[src/rtl/pipeline_ctrl_pkg.sv]
// Shared types and constants for the pipeline hazard controller.
package pipeline_ctrl_pkg;

    typedef enum logic [1:0] {
        StRun      = 2'd0,
        StDmemWait = 2'd1,
        StImemWait = 2'd2,
        StRedirect = 2'd3
    } state_e;

    localparam logic [2:0] MEM_READ_NONE = 3'd0;

    localparam int unsigned STALL_CNT_W = 16;
    localparam logic [STALL_CNT_W-1:0] STALL_CNT_MAX = 16'hFFFF;

    function automatic logic [STALL_CNT_W-1:0] sat_inc(input logic [STALL_CNT_W-1:0] v);
        return (v == STALL_CNT_MAX) ? v : v + 1'b1;
    endfunction

endpackage

[src/rtl/pipeline_hazard_controller_if.sv]
// Pipeline status inputs and stage-control outputs of the hazard controller.
interface pipeline_hazard_controller_if;
    import pipeline_ctrl_pkg::*;

    logic                   IMEM_BUSY_WAIT;
    logic                   DMEM_BUSY_WAIT;
    logic [4:0]             ID_RS1;
    logic [4:0]             ID_RS2;
    logic                   ID_RS1_USED;
    logic                   ID_RS2_USED;
    logic [2:0]             EX_MEM_READ;
    logic [4:0]             EX_RD;
    logic                   BRANCH_TAKEN;
    logic                   PC_EN;
    logic                   IF_ID_EN;
    logic                   ID_EX_EN;
    logic                   EX_MEM_EN;
    logic                   MEM_WB_EN;
    logic                   IF_ID_FLUSH;
    logic                   ID_EX_FLUSH;
    logic [1:0]             STATE;
    logic [STALL_CNT_W-1:0] STALL_CYCLES;

    modport master (
        output IMEM_BUSY_WAIT, DMEM_BUSY_WAIT, ID_RS1, ID_RS2, ID_RS1_USED, ID_RS2_USED,
               EX_MEM_READ, EX_RD, BRANCH_TAKEN,
        input  PC_EN, IF_ID_EN, ID_EX_EN, EX_MEM_EN, MEM_WB_EN, IF_ID_FLUSH, ID_EX_FLUSH,
               STATE, STALL_CYCLES
    );

    modport slave (
        input  IMEM_BUSY_WAIT, DMEM_BUSY_WAIT, ID_RS1, ID_RS2, ID_RS1_USED, ID_RS2_USED,
               EX_MEM_READ, EX_RD, BRANCH_TAKEN,
        output PC_EN, IF_ID_EN, ID_EX_EN, EX_MEM_EN, MEM_WB_EN, IF_ID_FLUSH, ID_EX_FLUSH,
               STATE, STALL_CYCLES
    );

endinterface

[src/rtl/load_use_detector.sv]
// Flags an ID-stage read of a register that the load in EX has not yet produced.
module load_use_detector
    import pipeline_ctrl_pkg::*;
(
    input  logic [4:0] id_rs1_i,
    input  logic [4:0] id_rs2_i,
    input  logic       id_rs1_used_i,
    input  logic       id_rs2_used_i,
    input  logic [2:0] ex_mem_read_i,
    input  logic [4:0] ex_rd_i,
    output logic       hazard_o
);

    logic rs1_hit;
    logic rs2_hit;

    always_comb begin
        rs1_hit  = id_rs1_used_i && (id_rs1_i == ex_rd_i);
        rs2_hit  = id_rs2_used_i && (id_rs2_i == ex_rd_i);
        hazard_o = (ex_mem_read_i != MEM_READ_NONE) && (ex_rd_i != 5'd0) && (rs1_hit || rs2_hit);
    end

endmodule

[src/rtl/pipeline_hazard_controller.sv]
// Stall/flush sequencing for a 5-stage pipeline: memory waits, redirects and load-use bubbles.
module pipeline_hazard_controller
    import pipeline_ctrl_pkg::*;
(
    input  logic                         CLK,
    input  logic                         RESET,
    pipeline_hazard_controller_if.slave  hz
);

    state_e                 state_q, state_d;
    logic                   pend_q, pend_d;
    logic [STALL_CNT_W-1:0] stall_q;
    logic                   load_use;
    logic                   pc_en, if_id_en, id_ex_en, ex_mem_en, mem_wb_en;
    logic                   if_id_flush, id_ex_flush;

    load_use_detector u_load_use_detector (
        .id_rs1_i      (hz.ID_RS1),
        .id_rs2_i      (hz.ID_RS2),
        .id_rs1_used_i (hz.ID_RS1_USED),
        .id_rs2_used_i (hz.ID_RS2_USED),
        .ex_mem_read_i (hz.EX_MEM_READ),
        .ex_rd_i       (hz.EX_RD),
        .hazard_o      (load_use)
    );

    always_comb begin
        pc_en       = 1'b1;
        if_id_en    = 1'b1;
        id_ex_en    = 1'b1;
        ex_mem_en   = 1'b1;
        mem_wb_en   = 1'b1;
        if_id_flush = 1'b0;
        id_ex_flush = 1'b0;
        state_d     = StRun;
        pend_d      = pend_q;

        if (!RESET) begin
            pc_en     = 1'b0;
            if_id_en  = 1'b0;
            id_ex_en  = 1'b0;
            ex_mem_en = 1'b0;
            mem_wb_en = 1'b0;
            pend_d    = 1'b0;
        end else if (hz.DMEM_BUSY_WAIT) begin
            pc_en     = 1'b0;
            if_id_en  = 1'b0;
            id_ex_en  = 1'b0;
            ex_mem_en = 1'b0;
            mem_wb_en = 1'b0;
            state_d   = StDmemWait;
        end else if (state_q == StRedirect) begin
            pc_en       = 1'b0;
            id_ex_flush = 1'b1;
            if (hz.IMEM_BUSY_WAIT) begin
                if_id_en = 1'b0;
                state_d  = StRedirect;
            end else begin
                // The fetch that completes now is the stale wrong-path one.
                if_id_flush = 1'b1;
                pend_d      = 1'b0;
            end
        end else if (state_q == StDmemWait && pend_q) begin
            // Redirect was interrupted by a DMEM freeze; hold IF and resume it.
            pc_en       = 1'b0;
            if_id_en    = 1'b0;
            id_ex_flush = 1'b1;
            state_d     = StRedirect;
        end else if (hz.BRANCH_TAKEN) begin
            if_id_flush = 1'b1;
            id_ex_flush = 1'b1;
            if (hz.IMEM_BUSY_WAIT) begin
                if_id_en = 1'b0;
                pend_d   = 1'b1;
                state_d  = StRedirect;
            end
        end else if (hz.IMEM_BUSY_WAIT) begin
            pc_en       = 1'b0;
            if_id_en    = 1'b0;
            id_ex_flush = 1'b1;
            state_d     = StImemWait;
        end else if (load_use) begin
            pc_en       = 1'b0;
            if_id_en    = 1'b0;
            id_ex_flush = 1'b1;
        end
    end

    always_ff @(posedge CLK or negedge RESET) begin
        if (!RESET) begin
            state_q <= StRun;
            pend_q  <= 1'b0;
            stall_q <= '0;
        end else begin
            state_q <= state_d;
            pend_q  <= pend_d;
            if (!pc_en) begin
                stall_q <= sat_inc(stall_q);
            end
        end
    end

    assign hz.PC_EN        = pc_en;
    assign hz.IF_ID_EN     = if_id_en;
    assign hz.ID_EX_EN     = id_ex_en;
    assign hz.EX_MEM_EN    = ex_mem_en;
    assign hz.MEM_WB_EN    = mem_wb_en;
    assign hz.IF_ID_FLUSH  = if_id_flush;
    assign hz.ID_EX_FLUSH  = id_ex_flush;
    assign hz.STATE        = state_q;
    assign hz.STALL_CYCLES = stall_q;

endmodule

[src/flat_wrapper.sv]
// flat-port wrapper written by rule: the top's interface ports become plain ports
module pipeline_hazard_controller_flat import pipeline_ctrl_pkg::*;
  (CLK, RESET, hz_IMEM_BUSY_WAIT, hz_DMEM_BUSY_WAIT, hz_ID_RS1, hz_ID_RS2, hz_ID_RS1_USED, hz_ID_RS2_USED, hz_EX_MEM_READ, hz_EX_RD, hz_BRANCH_TAKEN, hz_PC_EN, hz_IF_ID_EN, hz_ID_EX_EN, hz_EX_MEM_EN, hz_MEM_WB_EN, hz_IF_ID_FLUSH, hz_ID_EX_FLUSH, hz_STATE, hz_STALL_CYCLES);
  pipeline_hazard_controller_if hz_i ();
  input  logic CLK;
  input  logic RESET;
  input wire logic [$bits(hz_i.IMEM_BUSY_WAIT)-1:0] hz_IMEM_BUSY_WAIT;
  input wire logic [$bits(hz_i.DMEM_BUSY_WAIT)-1:0] hz_DMEM_BUSY_WAIT;
  input wire logic [$bits(hz_i.ID_RS1)-1:0] hz_ID_RS1;
  input wire logic [$bits(hz_i.ID_RS2)-1:0] hz_ID_RS2;
  input wire logic [$bits(hz_i.ID_RS1_USED)-1:0] hz_ID_RS1_USED;
  input wire logic [$bits(hz_i.ID_RS2_USED)-1:0] hz_ID_RS2_USED;
  input wire logic [$bits(hz_i.EX_MEM_READ)-1:0] hz_EX_MEM_READ;
  input wire logic [$bits(hz_i.EX_RD)-1:0] hz_EX_RD;
  input wire logic [$bits(hz_i.BRANCH_TAKEN)-1:0] hz_BRANCH_TAKEN;
  output wire logic [$bits(hz_i.PC_EN)-1:0] hz_PC_EN;
  output wire logic [$bits(hz_i.IF_ID_EN)-1:0] hz_IF_ID_EN;
  output wire logic [$bits(hz_i.ID_EX_EN)-1:0] hz_ID_EX_EN;
  output wire logic [$bits(hz_i.EX_MEM_EN)-1:0] hz_EX_MEM_EN;
  output wire logic [$bits(hz_i.MEM_WB_EN)-1:0] hz_MEM_WB_EN;
  output wire logic [$bits(hz_i.IF_ID_FLUSH)-1:0] hz_IF_ID_FLUSH;
  output wire logic [$bits(hz_i.ID_EX_FLUSH)-1:0] hz_ID_EX_FLUSH;
  output wire logic [$bits(hz_i.STATE)-1:0] hz_STATE;
  output wire logic [$bits(hz_i.STALL_CYCLES)-1:0] hz_STALL_CYCLES;
  assign hz_i.IMEM_BUSY_WAIT = hz_IMEM_BUSY_WAIT;
  assign hz_i.DMEM_BUSY_WAIT = hz_DMEM_BUSY_WAIT;
  assign hz_i.ID_RS1 = hz_ID_RS1;
  assign hz_i.ID_RS2 = hz_ID_RS2;
  assign hz_i.ID_RS1_USED = hz_ID_RS1_USED;
  assign hz_i.ID_RS2_USED = hz_ID_RS2_USED;
  assign hz_i.EX_MEM_READ = hz_EX_MEM_READ;
  assign hz_i.EX_RD = hz_EX_RD;
  assign hz_i.BRANCH_TAKEN = hz_BRANCH_TAKEN;
  assign hz_PC_EN = hz_i.PC_EN;
  assign hz_IF_ID_EN = hz_i.IF_ID_EN;
  assign hz_ID_EX_EN = hz_i.ID_EX_EN;
  assign hz_EX_MEM_EN = hz_i.EX_MEM_EN;
  assign hz_MEM_WB_EN = hz_i.MEM_WB_EN;
  assign hz_IF_ID_FLUSH = hz_i.IF_ID_FLUSH;
  assign hz_ID_EX_FLUSH = hz_i.ID_EX_FLUSH;
  assign hz_STATE = hz_i.STATE;
  assign hz_STALL_CYCLES = hz_i.STALL_CYCLES;
  pipeline_hazard_controller u_core (.CLK(CLK), .RESET(RESET), .hz(hz_i));
endmodule
[config.mk]
export PLATFORM = sky130hd
export DESIGN_NAME = pipeline_hazard_controller_flat
export DESIGN_NICKNAME = d
export VERILOG_FILES = /design/src/rtl/pipeline_ctrl_pkg.sv /design/src/rtl/pipeline_hazard_controller_if.sv /design/src/rtl/load_use_detector.sv /design/src/rtl/pipeline_hazard_controller.sv /design/src/flat_wrapper.sv
export SDC_FILE = /design/constraint.sdc
export NUM_CORES = 1
export LEC_CHECK = 0
export ABC_CLOCK_PERIOD_IN_PS = 2500
export BUFFER_PORTS_ARGS = -buffer_cell sky130_fd_sc_hd__clkbuf_2
export CORE_MARGIN = 2
export CORE_UTILIZATION = 45
export CTS_CLUSTER_SIZE = 30
export DETAILED_ROUTE_END_ITERATION = 8
export PLACE_DENSITY = 0.75
export SLEW_MARGIN = 30
export SYNTH_ARGS = -nofsm -noshare
export SYNTH_HDL_FRONTEND = slang
export SYNTH_SLANG_ARGS = --single-unit
[constraint.sdc]
create_clock -name CLK -period 2.5 [get_ports CLK]
set_input_delay 0.5 -clock CLK [delete_from_list [all_inputs] [get_ports CLK]]
set_output_delay 0.5 -clock CLK [all_outputs]
set_load 0.05 [all_outputs]
==> results of run 1 <==
registers in the layout (all words and copies together), names as in the netlist:
name and cells:
u_core.hz.STALL_CYCLES 16, u_core.pend_q 1, u_core.hz.STATE 2
critical path, cell delays in order:
cell      delay, ns
buf_6          0.09
or4_1          0.51
o32a_1         0.19
and3_4         0.16
a21o_1         0.18
a211oi_4       0.22
buf_8          0.17
per-layer routing:
metal,vias up,global-route usage [%]
met5,-,0
met4,0,6.25
met3,2,2.78
met2,39,33.5
met1,493,22.4
li1,522,-
final cells by class:
type                       instances  share of cell area, %
multi-input combinational         89                   41.1
sequential                        19                   31.9
inverter                           6                   1.51
timing repair buffer              56                   21.1
tap                               30                   2.52
clock inverter                     1                  0.336
clock buffer                       3                   1.51
synth_stat cells:
master,number,area share (%)
buf_4,2,1.3
xnor2_1,22,17
mux2_2,3,3.0
and4b_1,1,0.89
ha_1,1,1.1
nand4_1,10,5.5
a31oi_1,4,2.2
o32a_1,1,0.89
nand2b_1,1,0.55
buf_6,1,1.0
nand3_2,1,0.89
inv_1,6,2.0
and2_1,3,1.7
a211oi_1,1,0.67
dfrtp_1,19,42
a21o_1,1,0.67
o21a_4,1,1.3
and3_1,2,1.1
and3_4,1,1.0
a21oi_1,5,2.2
clkbuf_1,1,0.33
or4_1,1,0.67
o22ai_1,1,0.55
nand2_1,13,4.3
a311oi_1,1,0.78
xor2_1,1,0.78
nand3_1,3,1.3
o21ai_0,3,1.3
nor2_1,8,2.7
cell usage in the layout (no fill, tap or decap), drive strengths merged, types with 4 or more instances in the layout:
cell,count
inv,6
nand3,4
buf,10
nor2,8
nand2,13
a21oi,5
nand4,10
clkbuf,49
xnor2,22
dfrtp,19
a31oi,4
worst paths after layout:
check                      depth (start not counted)                    endpoint                        from  slack, ns
min in group CLK                                   1  u_core.hz.STALL_CYCLES[12]  u_core.hz.STALL_CYCLES[12]       0.50
max                                                7                 hz_IF_ID_EN                 hz_EX_RD[1]      -0.02
max reg2reg                                        6   u_core.hz.STALL_CYCLES[1]   u_core.hz.STALL_CYCLES[0]       0.63
min reg2reg                                        1  u_core.hz.STALL_CYCLES[12]  u_core.hz.STALL_CYCLES[12]       0.50
min                                                2   u_core.hz.STALL_CYCLES[3]                       RESET       0.17
max in group asynchronous                          2   u_core.hz.STALL_CYCLES[8]                       RESET       2.12
where the power goes:
| part | switching, mW | internal, mW | leakage [nW] |
|---|---|---|---|
| registers | 0.0897 | 0.370 | 0.250 |
| clock network | 0.0877 | 0.0594 | 0.0177 |
| logic | 0.352 | 0.158 | 0.459 |
| total | 0.529 | 0.588 | 0.726 |
what timing repair did:
item,4_1_cts,5_1_grt
setup endpoints to repair,1,2
resized for setup,2,3
hold buffers,0,0
pin swaps,2,0
buffers inserted,1,0
cell families (layout without fill, tap and decap cells):
logic type,count (synthesis),after routing,share of synthesized area [%]
xor+xnor,23,23,17.8
fa+ha+maj,1,1,1.11
flops,19,19,42.1
compound gates,18,18,10.6
simple gates,44,44,20.6
buf+inv,10,66,4.66
mux,3,3,2.99
==> run_results.csv, run 1 <==
group,metric,value,unit
clocking,clockRootBuffer,"clkbuf_4",
clocking,cts_buffers,3,
global_route,grt-ovfl-total,0,
die,dieArea,2920,um2
run,maxCapViolCount,0,
sta,setup_viol,1,
critical_path,crit_fanout,2,
sta,period_share,101,%
drt,m1WireLength,1070,um
clocking,cts_tree,"yes",
run_status,violations,"setup timing",
min_path,hold_class,"in2async",
die,rows,18,
placed_design,dp_hpwl,2010,um
critical_path,cp.required,2.00,ns
drt,drc_errors,0,
drt,detail_route.wl_per_cell,12.4,um
placed_design,port_buffers,49,
drt,drtPass1Iterations,4,
critical_path,start_kind,"input pin",
sta,drv_slew,0,
final_layout,fin_area,1490,um2
final_layout,drive_gt1_share,38.5,%
sta,finClkSkew,0.0148,ns
synth,syn_avg_cell_area,9.56,um2
clocking,cts_sinks,19,
die,design.core.area,2430,um2
power,power,1.12,mW
clocking,clockBufferDepth,2,
synth,ys_warn_count,0,
sta,finalWorstSetupSlack,-0.0231,ns
die,die_x,54.1,um
global_route,grt_first_pass_wirelength,3950,um
final_layout,seq_area,475,um2
drt,viasPerCell,5.18,
critical_path,critPathCaptureType,"primary output",
final_layout,utilization,61.3,%
sta,rsz0062_at_grt,"yes",
sta,finalHoldViolCount,0,
drt,routed.top_layer,"met4",
run_status,status,"finished with violations",
clocking,clk_pin_slew,0.11,ns
global_route,grt_pass1_vias,968,
synth,syn_inst,118,
final_layout,finalNonFillerCells,204,
global_route,grt_max_degree,21,
placed_design,post-place-ws,-0.146,ns
sta,tightest_slew,0.405,ns
clocking,h-tree-depth,1,
sta,fmax,396,MHz
drt,ant_nets,0,
critical_path,critical_path_arrival,2.02,ns
drt,wl_met2,1260,um
drt,vias,1056,
critical_path,crit_type,"in2out",
power,p_leak,0.726,nW
drt,met3_length,184,um
synth,synth_nets,144,
clocking,clk_latency,0.29,ns
final_layout,multi_input_area,613,um2
drt,drt_iter0_drc,10,
die,die_h,54.1,um
power,vdd_drop_max,0.783,mV
final_layout,areaGrowthSynthToFinish,32.0,%
placed_design,place_area,1440,um2
placed_design,dp_cells,199,
die,start_util,46.4,%
synth,ys_types,29,
placed_design,gp_congestion,0.879,
die,ios,50,
sta,relSlewSlack,72.9,%
final_layout,nNetsFinal,201,
synth,syn_area,1130,um2
final_layout,diodes,0,
sta,whs,0.168,ns
global_route,grtUsageTotal,18.6,%
global_route,antenna_found_initial,0,
power,p_per_area,750,nW/um2
sta,min_period,2.52,ns
synth,ys_ff_latch,19,
sta,tns,-0.0231,ns
final_layout,fill_cells,214,
drt,wl,2530,um
synth,ys_seq_area_share,42.1,%
Note: power is estimated with default switching activity, not from simulation.
==> run 2: changes to the inputs <==
- CORE_MARGIN: 2 -> default
- PLACE_DENSITY: 0.75 -> 0.77
==> run 2 against run 1 <==
  * The flow still finishes with violations (setup timing)
  * Sequential share of layout area decreased by 0.21 points
  * Sequential cell count unchanged
  * First-iteration DRC count increased by 80%
  * Total power increased by 1.1%
  * Worst hold slack improved by 0.015 ns
  * Clock power increased by 8%
  * Global-route usage increased by 1.5 points
  * Combinational power about the same
==> run_results.csv, run 2 (synthesized netlist as in run 1, its figures left out) <==
group,metric,value,unit
final_layout,largest_reg_flops,16,
clocking,cts_sinks,19,
drt,drc_errors,0,
drt,wl,2530,um
run,maxCapViolCount,0,
critical_path,crit_type,"in2out",
clocking,postCtsHoldBufs,0,
critical_path,cpMaxStageDelayCell,"or4_4",
die,die_x,52.1,um
critical_path,r2r-end,"u_core.hz.STALL_CYCLES[15]",
drt,drtPass1Iterations,4,
global_route,grt_max_degree,21,
clocking,clockRootBuffer,"clkbuf_4",
clocking,post_cts_buffers,0,
drt,drt_iter0_drc,18,
die,die_h,52.1,um
global_route,grt_first_pass_wirelength,4060,um
sta,finClkSkew,0.00922,ns
critical_path,timing.rr.start,"u_core.hz.STATE[1]",
placed_design,post-place-ws,-0.160,ns
placed_design,dp_hpwl,2040,um
critical_path,slowest_delay,0.53,ns
power,p_leak,0.724,nW
die,rows,17,
final_layout,drive_gt1_share,39.7,%
critical_path,cp.depth,7,
power,p_sw,0.540,mW
sta,finalHoldViolCount,0,
sta,relSlewSlack,75.7,%
sta,rsz0062_at_grt,"yes",
drt,viasPerCell,5.17,
power,p_per_area,753,nW/um2
power,clockPowerShare,14.1,%
clocking,clk_latency,0.30,ns
critical_path,crit_path_start,"hz_EX_RD[4]",
critical_path,crit_end,"hz_IF_ID_EN",
critical_path,cp.required,2.00,ns
critical_path,critical_path_buf_inv_count,2,
die,dieArea,2710,um2
min_path,hold_class,"in2async",
critical_path,rrSetupSlack,0.65,ns
clocking,cts_tree,"yes",
run_status,violations,"setup timing",
sta,min_period,2.55,ns
final_layout,nNetsFinal,201,
final_layout,areaGrowthSynthToFinish,32.9,%
clocking,h-tree-depth,1,
power,vdd_drop_max,0.871,mV
critical_path,critical_path_arrival,2.05,ns
sta,drv_slew,0,
power,switching_share,47.8,%
sta,period_share,102,%
critical_path,crit_fanout,2,
die,design.core.area,2300,um2
global_route,grt_pass1_vias,997,
global_route,antenna_found_initial,0,
power,p_int,0.590,mW
run_status,status,"finished with violations",
critical_path,reg2reg_depth,7,
drt,vias,1045,
placed_design,port_buffers,49,
placed_design,gp_congestion,0.686,
critical_path,critPathCaptureType,"primary output",
global_route,grtUsageTotal,20.1,%
clocking,clk_pin_slew,0.12,ns
sta,tightest_slew,0.364,ns
die,start_util,49.1,%
global_route,grt-ovfl-total,0,
power,seq_power_share,40.5,%
clocking,clockBufferDepth,2,
critical_path,crit_family,"simple AND/OR/NAND/NOR gates",
final_layout,diodes,0,
critical_path,start_kind,"input pin",
sta,finalWorstSetupSlack,-0.0540,ns
final_layout,final_cell_mix,"47 x clkbuf_2, 22 x xnor2_1, 19 x dfrtp_1",
drt,ant_nets,0,
power,combPwrFrac,45.4,%
sta,tns,-0.0540,ns
drt,detail_route.wl_per_cell,12.5,um
critical_path,cp_cell_sequence,"buf_6, or4_4, o32a_1, and3_4, a21o_1, a211oi_4, buf_8",
sta,fmax,392,MHz
clocking,cts_buffers,3,
sta,setup_viol,1,
final_layout,layout_commonest_cell,"clkbuf_2",
die,ios,50,
[run 2: changes by cell type in the layout (fill, tap and decap cells not counted)]
| cell | previous run | this run |
|---|---|---|
| or4_1 | 1 | 0 |
| or4_4 | 0 | 1 |
| clkinv_2 | 1 | 0 |
| buf_2 | 1 | 0 |
| clkbuf_2 | 46 | 47 |
| o22ai_2 | 0 | 1 |
| o22ai_1 | 1 | 0 |
| clkinvlp_4 | 0 | 1 |
[run 2: area by class of cell]
cell class                      instances  area (um2)
Fill cell                             194         797
Timing Repair Buffer                   56         314
Sequential cell                        19         475
Clock inverter                          1        7.51
Tap cell                               28        35.0
Clock buffer                            3        22.5
Inverter                                6        22.5
Multi-Input combinational cell         89         623
[run 2: metal layers]
| layer | part of all wire (%) | wire length (um) | track usage (%) |
|---|---|---|---|
| met1 | 43 | 1080 | 23.4 |
| met2 | 49 | 1250 | 37.8 |
| met3 | 7.4 | 188 | 2.63 |
| met4 | 0.39 | 10 | 5.41 |
| met5 | 0 | 0 | 0 |
[run 2: timing repair]
item / in CTS / in global routing
gates resized for setup: 2 / 4
setup endpoints to repair: 1 / 2
endpoints found under the hold margin: 0 / 0
pin swaps: 2 / 0
[run 2: worst min path at each step]
stage | from | to | slack, ns | cells after the start
finish | RESET | u_core.hz.STATE[0] | 0.18 | 2
CTS | RESET | u_core.hz.STALL_CYCLES[6] | 0.19 | 2
global placement | u_core.hz.STALL_CYCLES[8] | u_core.hz.STALL_CYCLES[8] | 0.48 | 1
detailed placement | u_core.hz.STALL_CYCLES[12] | u_core.hz.STALL_CYCLES[12] | 0.49 | 1
global route | RESET | u_core.hz.STALL_CYCLES[6] | 0.20 | 2
floorplan | RESET | u_core.hz.STALL_CYCLES[0] | 0.20 | 0
[run 2: worst reg2reg max path, stage by stage (launching register included)]
cell	delay (ns)
dfrtp_1	0.45
o21ai_0	0.34
nand2_1	0.10
a21oi_1	0.16
o21ai_0	0.14
buf_4	0.16
nand4_1	0.08
mux2_2	0.33
[run 2: per-stage QoR]
step | hold WS (ns) | utilization, % | instances | cell area (um2) | power, mW
after floorplan | 0.204 | - | 118 | 1140 | 0.834
after global placement | 0.476 | 62.9 | 198 | 1440 | 0.960
after detailed placement | 0.490 | 62.9 | 198 | 1440 | 0.976
after CTS | 0.194 | 64.5 | 202 | 1480 | 1.14
after global routing | 0.203 | 65.3 | 202 | 1500 | 1.19
final | 0.183 | 65.3 | 202 | 1500 | 1.13
[run 2: power groups by stage]
| stage | clock network [mW] | logic [mW] | registers, mW |
|---|---|---|---|
| global route | 0.173 | 0.547 | 0.472 |
| finish | 0.159 | 0.513 | 0.458 |
| global placement | 0 | 0.501 | 0.458 |
| floorplan | 0 | 0.173 | 0.661 |
| detailed placement | 0 | 0.513 | 0.464 |
| CTS | 0.166 | 0.515 | 0.458 |
